File: src/rtl/dm_cache_controller_pkg.sv
// Shared definitions for the direct-mapped cache controller.
// Holds the cache command codes, the controller state encoding and the
// default data/address/statistics widths.
package dm_cache_controller_pkg;

    localparam int DEF_DATA_WIDTH = 8;
    localparam int DEF_ADDR_WIDTH = 8;
    localparam int DEF_STAT_WIDTH = 16;

    // Commands understood by the cache array. READ doubles as the idle
    // command because it has no side effects on the array.
    typedef enum logic [1:0] {
        CMD_CLR   = 2'b00,
        CMD_CHECK = 2'b01,
        CMD_READ  = 2'b10,
        CMD_WRITE = 2'b11
    } cacheCmd_e;

    typedef enum logic [2:0] {
        ST_CLEAR   = 3'd0,
        ST_IDLE    = 3'd1,
        ST_CHECK   = 3'd2,
        ST_WB      = 3'd3,
        ST_FILL    = 3'd4,
        ST_INSTALL = 3'd5,
        ST_RDCACHE = 3'd6,
        ST_WRCACHE = 3'd7
    } ctrlState_e;

    // States that hold a request open towards main RAM.
    function automatic logic usesRam(input ctrlState_e s);
        return (s == ST_WB) || (s == ST_FILL);
    endfunction

endpackage

File: src/rtl/dm_cache_controller_sat_counter.sv
// Saturating event counter used for the hit/miss statistics.
// Only compiled when CACHE_STATS_EN is defined; without it the statistics
// hardware does not exist at all.
`ifdef CACHE_STATS_EN
module sat_counter #(
    parameter int width = 16
)(
    input  logic             clk,
    input  logic             rst_n,
    input  logic             inc,
    output logic [width-1:0] count
);

    logic [width-1:0] count_q;

    // Count events, sticking at all-ones instead of wrapping.
    always_ff @(posedge clk or negedge rst_n) begin
        if (!rst_n) begin
            count_q <= '0;
        end else if (inc && (count_q != '1)) begin
            count_q <= count_q + 1'b1;
        end
    end

    assign count = count_q;

endmodule
`endif

File: src/rtl/dm_cache_controller.sv
// Sequencing controller between the processor memory port and a
// direct-mapped cache array, with dirty-victim writeback and miss fill to
// main RAM over a req/ack handshake. Every output is registered.
// Optional hit/miss statistics are enabled with the CACHE_STATS_EN macro.
module dm_cache_controller
    import dm_cache_controller_pkg::*;
#(
    parameter int dataWidth = DEF_DATA_WIDTH,
    parameter int addrWidth = DEF_ADDR_WIDTH
`ifdef CACHE_STATS_EN
    ,
    parameter int statWidth = DEF_STAT_WIDTH
`endif
)(
    input  logic                 clk,
    input  logic                 rst_n,
    input  logic                 req,
    input  logic                 we,
    input  logic [addrWidth-1:0] addr,
    input  logic [dataWidth-1:0] wdata,
    output logic                 ready,
    output logic                 done,
    output logic [dataWidth-1:0] rdata,
    output logic [1:0]           cntrl,
    output logic [addrWidth-1:0] cacheAddr,
    output logic [dataWidth-1:0] cacheDataIn,
    input  logic [dataWidth-1:0] cacheDataOut,
    input  logic                 isHit,
    input  logic                 isClean,
    input  logic [dataWidth-1:0] victimData,
    input  logic [addrWidth-1:0] victimAddr,
    output logic                 ramReq,
    output logic                 ramWe,
    output logic [addrWidth-1:0] ramAddr,
    output logic [dataWidth-1:0] ramWData,
    input  logic [dataWidth-1:0] ramRData,
    input  logic                 ramAck
`ifdef CACHE_STATS_EN
    ,
    output logic [statWidth-1:0] hitCount,
    output logic [statWidth-1:0] missCount
`endif
);

    ctrlState_e           state_q, state_d;

    logic [addrWidth-1:0] reqAddr_q;
    logic                 reqWe_q;
    logic [dataWidth-1:0] reqWData_q;

    cacheCmd_e            cntrl_q, cntrl_d;
    logic [addrWidth-1:0] cacheAddr_q, cacheAddr_d;
    logic [dataWidth-1:0] cacheDataIn_q, cacheDataIn_d;
    logic                 ramReq_q, ramReq_d;
    logic                 ramWe_q, ramWe_d;
    logic [addrWidth-1:0] ramAddr_q, ramAddr_d;
    logic [dataWidth-1:0] ramWData_q, ramWData_d;
    logic                 ready_q, ready_d;
    logic                 done_q, done_d;
    logic [dataWidth-1:0] rdata_q, rdata_d;

    logic                 acceptReq;

    // A request raised in the same cycle as the completion pulse belongs to
    // the transaction that just finished, so it is not accepted.
    assign acceptReq = req && !done_q;

    // State register; reset parks the controller in CLEAR.
    always_ff @(posedge clk or negedge rst_n) begin
        if (!rst_n) begin
            state_q <= ST_CLEAR;
        end else begin
            state_q <= state_d;
        end
    end

    // Next-state sequencing of a single processor access.
    always_comb begin
        state_d = state_q;
        case (state_q)
            ST_CLEAR:   state_d = ST_IDLE;
            ST_IDLE:    if (acceptReq) state_d = ST_CHECK;
            ST_CHECK: begin
                if (isHit) begin
                    state_d = reqWe_q ? ST_WRCACHE : ST_RDCACHE;
                end else if (!isClean) begin
                    state_d = ST_WB;
                end else begin
                    state_d = reqWe_q ? ST_WRCACHE : ST_FILL;
                end
            end
            ST_WB:      if (ramAck) state_d = reqWe_q ? ST_WRCACHE : ST_FILL;
            ST_FILL:    if (ramAck) state_d = ST_INSTALL;
            ST_INSTALL: state_d = ST_RDCACHE;
            ST_RDCACHE: state_d = ST_IDLE;
            ST_WRCACHE: state_d = ST_IDLE;
            default:    state_d = ST_CLEAR;
        endcase
    end

    // Output values for the state being entered, so the registered outputs
    // line up with the registered state.
    always_comb begin
        cntrl_d       = CMD_READ;
        cacheAddr_d   = cacheAddr_q;
        cacheDataIn_d = cacheDataIn_q;
        ramAddr_d     = ramAddr_q;
        ramWData_d    = ramWData_q;
        ramReq_d      = usesRam(state_d);
        ramWe_d       = (state_d == ST_WB);
        ready_d       = (state_d == ST_IDLE);
        done_d        = (state_q == ST_RDCACHE) || (state_q == ST_WRCACHE);
        rdata_d       = (state_q == ST_RDCACHE) ? cacheDataOut : rdata_q;

        case (state_d)
            ST_CLEAR:   cntrl_d = CMD_CLR;
            ST_CHECK: begin
                cntrl_d     = CMD_CHECK;
                cacheAddr_d = addr;
            end
            ST_WB: begin
                cacheAddr_d = reqAddr_q;
                if (state_q == ST_CHECK) begin
                    ramAddr_d  = victimAddr;
                    ramWData_d = victimData;
                end
            end
            ST_FILL: begin
                cacheAddr_d = reqAddr_q;
                ramAddr_d   = reqAddr_q;
            end
            ST_INSTALL: begin
                cntrl_d       = CMD_WRITE;
                cacheAddr_d   = reqAddr_q;
                cacheDataIn_d = ramRData;
            end
            ST_RDCACHE: cacheAddr_d = reqAddr_q;
            ST_WRCACHE: begin
                cntrl_d       = CMD_WRITE;
                cacheAddr_d   = reqAddr_q;
                cacheDataIn_d = reqWData_q;
            end
            default:    cntrl_d = CMD_READ;
        endcase
    end

    // Output registers; reset drops the RAM request at once, abandoning any
    // transaction in flight.
    always_ff @(posedge clk or negedge rst_n) begin
        if (!rst_n) begin
            cntrl_q       <= CMD_CLR;
            cacheAddr_q   <= '0;
            cacheDataIn_q <= '0;
            ramReq_q      <= 1'b0;
            ramWe_q       <= 1'b0;
            ramAddr_q     <= '0;
            ramWData_q    <= '0;
            ready_q       <= 1'b0;
            done_q        <= 1'b0;
            rdata_q       <= '0;
        end else begin
            cntrl_q       <= cntrl_d;
            cacheAddr_q   <= cacheAddr_d;
            cacheDataIn_q <= cacheDataIn_d;
            ramReq_q      <= ramReq_d;
            ramWe_q       <= ramWe_d;
            ramAddr_q     <= ramAddr_d;
            ramWData_q    <= ramWData_d;
            ready_q       <= ready_d;
            done_q        <= done_d;
            rdata_q       <= rdata_d;
        end
    end

    // Capture the processor request when it is accepted in IDLE.
    always_ff @(posedge clk or negedge rst_n) begin
        if (!rst_n) begin
            reqAddr_q  <= '0;
            reqWe_q    <= 1'b0;
            reqWData_q <= '0;
        end else if ((state_q == ST_IDLE) && acceptReq) begin
            reqAddr_q  <= addr;
            reqWe_q    <= we;
            reqWData_q <= wdata;
        end
    end

    assign cntrl       = cntrl_q;
    assign cacheAddr   = cacheAddr_q;
    assign cacheDataIn = cacheDataIn_q;
    assign ramReq      = ramReq_q;
    assign ramWe       = ramWe_q;
    assign ramAddr     = ramAddr_q;
    assign ramWData    = ramWData_q;
    assign ready       = ready_q;
    assign done        = done_q;
    assign rdata       = rdata_q;

`ifdef CACHE_STATS_EN
    logic hitInc;
    logic missInc;

    // Each request resolves exactly once, in its single CHECK cycle.
    assign hitInc  = (state_q == ST_CHECK) && isHit;
    assign missInc = (state_q == ST_CHECK) && !isHit;

    sat_counter #(.width(statWidth)) uHitCounter (
        .clk   (clk),
        .rst_n (rst_n),
        .inc   (hitInc),
        .count (hitCount)
    );

    sat_counter #(.width(statWidth)) uMissCounter (
        .clk   (clk),
        .rst_n (rst_n),
        .inc   (missInc),
        .count (missCount)
    );
`endif

endmodule

File: config.mk
export PLATFORM = sky130hd
export DESIGN_NAME = dm_cache_controller
export DESIGN_NICKNAME = d
export VERILOG_FILES = /design/src/rtl/dm_cache_controller_pkg.sv /design/src/rtl/dm_cache_controller_sat_counter.sv /design/src/rtl/dm_cache_controller.sv
export SDC_FILE = /design/constraint.sdc
export NUM_CORES = 1
export LEC_CHECK = 0
export ABC_AREA = 1
export BUFFER_PORTS_ARGS = -buffer_cell sky130_fd_sc_hd__buf_2
export CORE_UTILIZATION = 54
export DETAILED_ROUTE_END_ITERATION = 10
export PLACE_DENSITY_LB_ADDON = 0.2
export SKIP_LAST_GASP = 1
export SLEW_MARGIN = 20
export SYNTH_ARGS = -nofsm -noshare
export SYNTH_HDL_FRONTEND = slang
export SYNTH_HIERARCHICAL = 1
export SYNTH_SLANG_ARGS = --single-unit
File: constraint.sdc
create_clock -name clk -period 3.6 [get_ports clk]
set_input_delay 0.18 -clock clk [delete_from_list [all_inputs] [get_ports clk]]
set_output_delay 0.18 -clock clk [all_outputs]
set_load 0.01 [all_outputs]
==> results of run 1 <==
## routing by layer
metal	part of all wire, %	vias to the layer above
li1	-	1226
met1	45	1152
met2	48	71
met3	5.2	7
met4	1.4	0
met5	0	-
## cell type report
class | count | share of cell area (%)
multi-input cells | 223 | 31.2
inverters | 18 | 2.04
well taps | 70 | 2.38
clock inverters | 2 | 0.953
flip-flops and latches | 66 | 44.9
repair buffers | 102 | 14.1
clock buffers | 14 | 4.42
## path summary, 6_finish.rpt
kind	from	to	slack [ns]	cells past startpoint
min in group asynchronous	rst_n	rdata[3]$_DFFE_PN0P_	0.51	2
setup reg to reg	state_q[0]$_DFF_PN0_	cacheAddr[5]$_DFFE_PN0P_	1.43	7
max in group asynchronous	rst_n	cntrl[1]$_DFF_PN0_	2.23	3
setup / recovery	state_q[0]$_DFF_PN0_	cacheAddr[5]$_DFFE_PN0P_	1.43	7
hold / removal	wdata[0]	reqWData_q[0]$_DFFE_PN0P_	0.04	3
hold reg to reg	ramWData[3]$_DFFE_PN0P_	ramWData[3]$_DFFE_PN0P_	0.47	2
## registers in the layout (all words and copies together) (netlist names), 3 cells and up
signal       cells
cacheDataIn      8
ramWData         8
reqWData_q       8
reqAddr_q        8
cacheAddr        8
rdata            8
state_q          3
ramAddr          8
## cells in the mapped netlist (all sizes together)
master	number
inv	17
nand3	31
mux2	8
nand2	119
or2	5
a31oi	3
clkinv	1
clkbuf	1
nor3	1
o21ai	19
o211ai	5
buf	11
nand3b	1
dfrtp	66
o21a	5
nor2	26
## worst reg2reg max path: stages (launching register included)
cell and delay (ns):
dfrtp_1 0.50, inv_2 0.11, nor2_4 0.12, inv_2 0.07, nor3_4 0.53, inv_2 0.35, o21ai_0 0.28, o21ai_1 0.10
## timing repair
item	CTS	global route
endpoints found under the hold margin	10	0
hold buffers	1	0
setup buffers	0	0
## power by group through the flow
stage | clock network [mW] | logic, mW | registers, mW
after floorplan | 0 | 1.21 | 1.38
after global placement | 0 | 1.64 | 1.30
after detailed placement | 0 | 1.70 | 1.31
after CTS | 0.642 | 1.70 | 1.30
after global routing | 0.669 | 1.91 | 1.35
final | 0.622 | 1.69 | 1.30
## kinds of logic (layout without fill, tap and decap cells)
family / count (synthesis) / count (layout) / share of synthesized area, %
and+or+nand+nor: 183 / 183 / 29.1
AOI/OAI and AO/OA: 32 / 32 / 6.34
DFF: 66 / 66 / 55.4
muxes: 8 / 8 / 3.02
buffers and inverters: 30 / 136 / 6.09
==> out/qor.yml, run 1 <==
placed_cells: 478
endpoint_kind: "flip-flop"
slowest_stage: "nor3_4"
clk-insertion-delay-late_ns: 0.34
period_share_pct: 60.2
grtUsageMet1_pct: 32.2
synth_largest_area_cell: "dfrtp_1"
critPathTopFamily: "simple AND/OR/NAND/NOR gates"
ant_nets: 0
fill_cells: 450
hold_path_class: "primary input to flip-flop"
fin_crit_ns: 2.17
cpPeakStageDelay_ns: 0.53
clock-skew-final_ns: 0.00509
worst_slew_pin_slew_ns: 0.922
whs_ns: 0.0402
power.share.clock_pct: 17.2
wl_microns: 6260
drt_pre_antenna_iters: 4
num_vias: 2456
viasPerCell: 4.96
antenna_found_initial: 0
clkTransAtPathRegs_ns: 0.07
path_class: "flip-flop to flip-flop"
p_int_mw: 2.08
cts-resized-gates: 0
p_total_mw: 3.61
ys_types: 27
initial_core_util_pct: 57.3
drive_gt1_share_pct: 35.5
dp_hpwl_microns: 4430
mostFrequentLayoutCells: "nand2_1 (110), buf_2 (100), dfrtp_1 (66)"
synth_nets: 374
cp_cell_sequence: "inv_2 > nor2_4 > inv_2 > nor3_4 > inv_2 > o21ai_0 > o21ai_1"
leakagePower_nw: 1.99
grt_pass1_wl_microns: 11000
layout.cells.non_filler: 495
grt_max_degree: 43
setup_viol: 0
num_io_pins: 101
status: "complete, no violations"
cts_made_buffers: 9
groute.layer.met3.usage_pct: 6.71
cp_max_fo: 24
seq_area_sq_um: 1650
cp.arrival_ns: 2.39
fp-row-count: 26
nets: 475
p_seq_share_pct: 36.1
rsz0062_at_grt: "false"
overflow: 0
fin_tns_setup_ns: 0
place_ws_ns: 1.46
gp_congestion: 0.793
p_sw_share_pct: 42.3
multi_input_comb_area_sq_um: 1150
synth_seq_area_share_pct: 55.4
final_common_cell: "nand2_1"
design_area_sq_um: 3680
root_buffer: "clkbuf_8"
grtUsageMet2_pct: 38.4
utilization_pct: 70.6
yosys_warnings: 6
diodes: 0
cts_max_level: 3
crit_path_frequent_cell: "inv_2"
die_x_microns: 76.3
syn_area_sq_um: 2980
cap_violations: 0
cts.sinks: 66
power_density_nw_per_um2: 983
clockBufferDepth: 2
maxSlewHeadroom_pct: 38.5
final-hold-violation-count: 0
cp-start-kind: "flip-flop"
ys_seq_elements: 66
placed_cell_area_sq_um: 3470
dieArea_sq_um: 5820
synth_top_area_share_pct: 55.4
path_buf_inv: 3
io_buffers: 100
synth_cells: 319
fp.dieH_microns: 76.3
worstPathRequired_ns: 3.82
avgSynthCellArea_sq_um: 9.34
grt_pass1_vias: 2420
power_switching_mw: 1.53
fmax_ghz: 0.462
vdd_ir_drop_max_v: 0.000520
power_frac_comb_pct: 46.7
finalWorstSetupSlack_ns: 1.43
synthTopCellsByArea: "dfrtp_1 (55%), nand2_1 (14%), nand3_1 (4.5%)"
core_area_sq_um: 5200
areaGrowthSynthToFinish_pct: 23.4
post_drt_wl_per_cell_microns: 12.6
drt_iter0_drc: 105
drv_slew: 0
drc_errors: 0
busiest_layer: "met2"
grt_usage_pct: 24.4
cts_tree: "done"
Power figures use the tool's default switching activity.
==> inputs of run 2 (changes only) <==
--- a/config.mk
+++ b/config.mk
@@ -7,7 +7,7 @@
 export LEC_CHECK = 0
 export ABC_AREA = 1
 export BUFFER_PORTS_ARGS = -buffer_cell sky130_fd_sc_hd__buf_2
-export CORE_UTILIZATION = 54
+export CORE_UTILIZATION = 45
 export DETAILED_ROUTE_END_ITERATION = 10
 export PLACE_DENSITY_LB_ADDON = 0.2
 export SKIP_LAST_GASP = 1
==> constraint.sdc (replaced) <==
create_clock -name clk -period 1.8 [get_ports clk]
set_input_delay 0.09 -clock clk [delete_from_list [all_inputs] [get_ports clk]]
set_output_delay 0.09 -clock clk [all_outputs]
set_load 0.01 [all_outputs]
==> run 2 against run 1 <==
  * Setup slack worse by 1.3 ns
  * Critical path type unchanged
  * Final area up 11%
  * Power up 100%
  * Via count up 4.8%
  * Cell count up 11%
  * First-iteration DRC count up 7.6%
  * Clock power up 62%
  * Largest cell class unchanged
  * Largest power group unchanged
  * Fmax up 32%
  * Register-to-register slack worse by 1.3 ns
  * Critical path depth up 2
==> out/qor.yml, run 2 (synthesis gave the netlist of run 1 again) <==
mostFrequentLayoutCells: "nand2_1 (110), buf_2 (100), dfrtp_1 (64)"
nets: 522
leakagePower_nw: 2.18
antenna_found_initial: 0
setup_viol: 0
clk-insertion-delay-late_ns: 0.34
vdd_ir_drop_max_v: 0.000991
drt_pre_antenna_iters: 4
areaGrowthSynthToFinish_pct: 37.5
viasPerCell: 4.70
power_density_nw_per_um2: 1770
worst_slew_pin_slew_ns: 0.400
design_area_sq_um: 4100
grt_pass1_wl_microns: 11500
status: "complete, no violations"
hold_path_class: "primary input to flip-flop"
fill_cells: 593
diodes: 0
clkTransAtPathRegs_ns: 0.07
core_area_sq_um: 6390
gp_congestion: 0.787
overflow: 0
p_sw_share_pct: 42.6
cts_tree: "done"
period_share_pct: 90.8
utilization_pct: 64.2
maxSlewHeadroom_pct: 73.3
drt_iter0_drc: 113
initial_core_util_pct: 46.7
power.share.clock_pct: 14.0
grt_pass1_vias: 2515
path_class: "flip-flop to flip-flop"
seq_area_sq_um: 1650
drive_gt1_share_pct: 35.2
grt_max_degree: 67
final-hold-violation-count: 0
ant_nets: 0
grt_usage_pct: 20.7
cts_made_buffers: 9
fp-row-count: 29
fin_tns_setup_ns: 0
power_switching_mw: 3.08
cts_max_level: 3
final_common_cell: "nand2_1"
post_drt_wl_per_cell_microns: 12.3
clock-skew-final_ns: 0.00674
endpoint_kind: "flip-flop"
power_frac_comb_pct: 50.0
fp.dieH_microns: 83.4
cp-start-kind: "flip-flop"
num_vias: 2575
rsz0062_at_grt: "false"
fmax_ghz: 0.612
multi_input_comb_area_sq_um: 1150
fin_crit_ns: 1.63
worstPathRequired_ns: 2.06
num_io_pins: 101
dieArea_sq_um: 6950
clockBufferDepth: 2
cts.sinks: 66
root_buffer: "clkbuf_8"
drc_errors: 0
wl_microns: 6730
cp.arrival_ns: 1.90
placed_cell_area_sq_um: 3540
io_buffers: 100
p_seq_share_pct: 36.0
dp_hpwl_microns: 4490
cp_max_fo: 6
drv_slew: 0
die_x_microns: 83.4
p_int_mw: 4.15
cap_violations: 0
[run 2: cell count changes in the layout (fill, tap and decap cells not counted), sizes merged]
| cell | before | now |
|---|---|---|
| buf | 101 | 114 |
| bufinv | 1 | 0 |
| clkbuf | 14 | 11 |
| clkinv | 2 | 5 |
| dlygate4sd3 | 1 | 35 |
[run 2: area by class of cell]
cell class	instances	share of cell area, %
sequential	66	40.4
inverter	18	1.83
timing repair buffer	149	23.6
clock inverter	4	0.489
tap	77	2.35
clock buffer	11	3.21
multi-input combinational	223	28.1
[run 2: path summary, 6_finish.rpt]
kind                       cells past startpoint                          to  slack, ns                 startpoint
min                                            3  cacheDataIn[2]$_DFFE_PN0P_       0.01                ramRData[2]
max                                            9  cacheDataIn[4]$_DFFE_PN0P_       0.17       state_q[2]$_DFF_PN0_
min reg2reg                                    2   reqWData_q[0]$_DFFE_PN0P_       0.48  reqWData_q[0]$_DFFE_PN0P_
max in group asynchronous                      3        state_q[0]$_DFF_PN0_       1.20                      rst_n
min in group asynchronous                      3        rdata[6]$_DFFE_PN0P_       0.31                      rst_n
max reg2reg                                    9  cacheDataIn[4]$_DFFE_PN0P_       0.17       state_q[2]$_DFF_PN0_
[run 2: power by group through the flow]
stage / registers, mW / clock network [mW] / logic, mW
after floorplan: 2.77 / 0 / 2.41
after global placement: 2.60 / 0 / 3.45
after detailed placement: 2.63 / 0 / 3.51
after CTS: 2.60 / 1.04 / 3.58
after global routing: 2.68 / 1.11 / 4.08
final: 2.60 / 1.01 / 3.62
[run 2: what timing repair did]
item / CTS / global route
endpoints found under the setup margin: 0 / 14
buffers inserted: 0 / 7
hold buffers: 35 / 0
endpoints found under the hold margin: 100 / 0
resized for setup: 0 / 3
[run 2: critical path, stage by stage (launching register included)]
cell     delay [ns]
dfrtp_1        0.45
buf_4          0.18
nor2_1         0.11
nand3_1        0.10
nand2_2        0.11
inv_1          0.10
nor2_4         0.18
buf_4          0.17
o21ai_1        0.06
o21ai_1        0.12
[run 2: through the flow]
| step | hold slack [ns] | worst slack (ns) | instances | power [mW] |
|---|---|---|---|---|
| 6_report | 0.0115 | 0.165 | 548 | 7.23 |
| 5_1_grt | 0.0123 | 0.0234 | 548 | 7.88 |
| 4_1_cts | 0.00240 | 0.0664 | 541 | 7.22 |
| 3_5_place_dp | 0.137 | 0.0777 | 491 | 6.13 |
| 3_3_place_gp | 0.136 | 0.0789 | 491 | 6.05 |
| 2_1_floorplan | -0.206 | 0.283 | 319 | 5.18 |
[run 2: routing by layer]
layer	global-route usage [%]	vias to the layer above	wire length, microns
li1	-	1315	-
met1	26.5	1188	3110
met2	34.2	63	3240
met3	4.47	9	277
met4	8.31	0	95
met5	0	-	0
==> inputs of run 3 (changes only) <==
--- a/config.mk
+++ b/config.mk
@@ -8,6 +8,7 @@
 export ABC_AREA = 1
 export BUFFER_PORTS_ARGS = -buffer_cell sky130_fd_sc_hd__buf_2
 export CORE_UTILIZATION = 45
+export CTS_CLUSTER_DIAMETER = 100
 export DETAILED_ROUTE_END_ITERATION = 10
 export PLACE_DENSITY_LB_ADDON = 0.2
 export SKIP_LAST_GASP = 1
==> constraint.sdc (replaced) <==
create_clock -name clk -period 1.45 [get_ports clk]
set_input_delay 0.0725 -clock clk [delete_from_list [all_inputs] [get_ports clk]]
set_output_delay 0.0725 -clock clk [all_outputs]
set_load 0.01 [all_outputs]
==> run 3 against run 2 <==
  * The flow now finishes with violations (negative setup slack)
  * Core utilization grew 8.6 points
  * Power grew 48%
  * Routed wire length grew 11%
  * Sequential power grew 25%
  * First-iteration DRC count grew 7.1%
  * Critical endpoint is now cacheAddr[1]$_DFFE_PN0P_
  * Via count grew 9.0%
==> out/qor.yml, run 3 (synthesis gave the netlist of run 1 again) <==
status: "finished, violations left"
violations: "negative setup slack"
core_area_sq_um: 6390
rsz0062_at_grt: "true"
placed_cell_area_sq_um: 3680
cp-start-kind: "flip-flop"
die_x_microns: 83.4
min_to: "cacheDataIn[0]$_DFFE_PN0P_"
clk-insertion-delay-late_ns: 0.34
dieArea_sq_um: 6950
path_buf_inv: 5
endpoint_kind: "flip-flop"
antenna_found_initial: 0
power_density_nw_per_um2: 2310
viasPerCell: 4.85
place_ws_ns: -0.151
fmax_ghz: 0.620
drc_errors: 0
utilization_pct: 72.7
cts.sinks: 66
root_buffer: "clkbuf_8"
hp-start: "ramRData[0]"
cp.arrival_ns: 1.89
num_io_pins: 101
worstPathRequired_ns: 1.73
final-hold-violation-count: 0
nets: 552
dp_hpwl_microns: 4620
cpPeakStageDelay_ns: 0.43
critPathTopFamily: "simple AND/OR/NAND/NOR gates"
mostFrequentLayoutCells: "buf_2 (100), nand2_1 (95), dfrtp_1 (64)"
grt_usage_pct: 22.1
placed_cells: 507
design_area_sq_um: 4650
initial_core_util_pct: 46.7
cts_max_level: 3
num_vias: 2806
wl_microns: 7490
rr_endpoint: "cacheAddr[1]$_DFFE_PN0P_"
cp_cell_sequence: "inv_2 > nor2_4 > inv_2 > nor3_4 > buf_12 > buf_6 > buf_6 > or2_4 > o211ai_1 > nand2_1"
drv_slew: 0
r2r_slack_ns: -0.16
r2r_start: "state_q[0]$_DFF_PN0_"
r2r_cells: 10
grt_pass1_vias: 2739
areaGrowthSynthToFinish_pct: 55.9
maxSlewHeadroom_pct: 76.6
cp_max_fo: 4
diodes: 0
drt_iter0_drc: 121
cts_tree: "done"
io_buffers: 100
fin_crit_ns: 1.61
clkTransAtPathRegs_ns: 0.07
vdd_ir_drop_max_v: 0.00150
overflow: 0
hold_path_class: "primary input to flip-flop"
cap_violations: 0
final_common_cell: "buf_2"
fin_tns_setup_ns: -3.43
drt_pre_antenna_iters: 4
setup_viol: 52
ant_nets: 0
whs_ns: 0.0129
drive_gt1_share_pct: 46.0
finalWorstSetupSlack_ns: -0.164
period_share_pct: 111
layout.cells.non_filler: 579
post_drt_wl_per_cell_microns: 12.9
grt_pass1_wl_microns: 12200
worst_slew_pin_slew_ns: 0.351
p_total_mw: 10.7
path_class: "flip-flop to flip-flop"
grt_max_degree: 67
cts_made_buffers: 9
whs_path_depth: 3
leakagePower_nw: 2.40
slowest_stage: "dfrtp_1"
fp.dieH_microns: 83.4
fp-row-count: 29
gp_congestion: 0.771
clock-skew-final_ns: 0.00511
clockBufferDepth: 2
-- run 3: changes by cell type in the layout (fill, tap and decap cells not counted), sizes merged --
cell	previous run	this run
buf	114	140
clkbuf	11	14
inv	17	20
nor2	26	27
dlygate4sd3	35	36
clkinv	5	2
-- run 3: timing repair --
item	4_1_cts	5_1_grt
gates cloned	2	2
pin swaps	8	42
setup buffers	4	13
hold buffers	36	0
endpoints found under the setup margin	42	52
gates resized for setup	14	61
endpoints found under the hold margin	105	0
-- run 3: report_power, final --
part	switching [mW]	leakage [nW]	internal, mW
clock network	0.667	0.0965	0.757
registers	0.525	0.795	2.74
logic	3.29	1.50	2.75
total	4.49	2.40	6.25
-- run 3: layout make-up --
| type | count | area (sq um) |
|---|---|---|
| fill | 507 | 1740 |
| sequential | 66 | 1650 |
| multi-input combinational | 224 | 1350 |
| timing repair buffer | 176 | 1260 |
| clock buffer | 14 | 173 |
| tap | 77 | 96.3 |
| inverter | 18 | 87.6 |
| timing repair inverter | 2 | 15.0 |
| clock inverter | 2 | 10.0 |
-- run 3: worst reg2reg max path, delay by kind of cell (launching register included) --
| kind | cells | cell delay [ns] |
|---|---|---|
| AND/OR/NAND/NOR | 4 | 0.55 |
| buffers and inverters | 5 | 0.50 |
| flip-flops | 1 | 0.43 |
| AO/OA/AOI/OAI | 1 | 0.07 |
-- run 3: worst max-delay path by stage --
stage	start	end	slack, ns	cells past startpoint
finish	state_q[0]$_DFF_PN0_	cacheAddr[1]$_DFFE_PN0P_	-0.16	10
global route	state_q[0]$_DFF_PN0_	cacheAddr[1]$_DFFE_PN0P_	-0.22	10
CTS	state_q[2]$_DFF_PN0_	ramAddr[6]$_DFFE_PN0P_	-0.04	10
detailed placement	state_q[1]$_DFF_PN0_	cacheDataIn[2]$_DFFE_PN0P_	-0.15	9
global placement	state_q[1]$_DFF_PN0_	cacheDataIn[3]$_DFFE_PN0P_	-0.10	9
floorplan	state_q[2]$_DFF_PN0_	ramAddr[6]$_DFFE_PN0P_	-0.05	12
-- run 3: layer usage --
metal | wire [microns] | vias to the layer above | GRT usage, %
met3 | 357 | 10 | 5.86
li1 | - | 1385 | -
met2 | 3860 | 81 | 37.4
met5 | 0 | - | 0
met4 | 107 | 0 | 7.05
met1 | 3160 | 1330 | 27.5
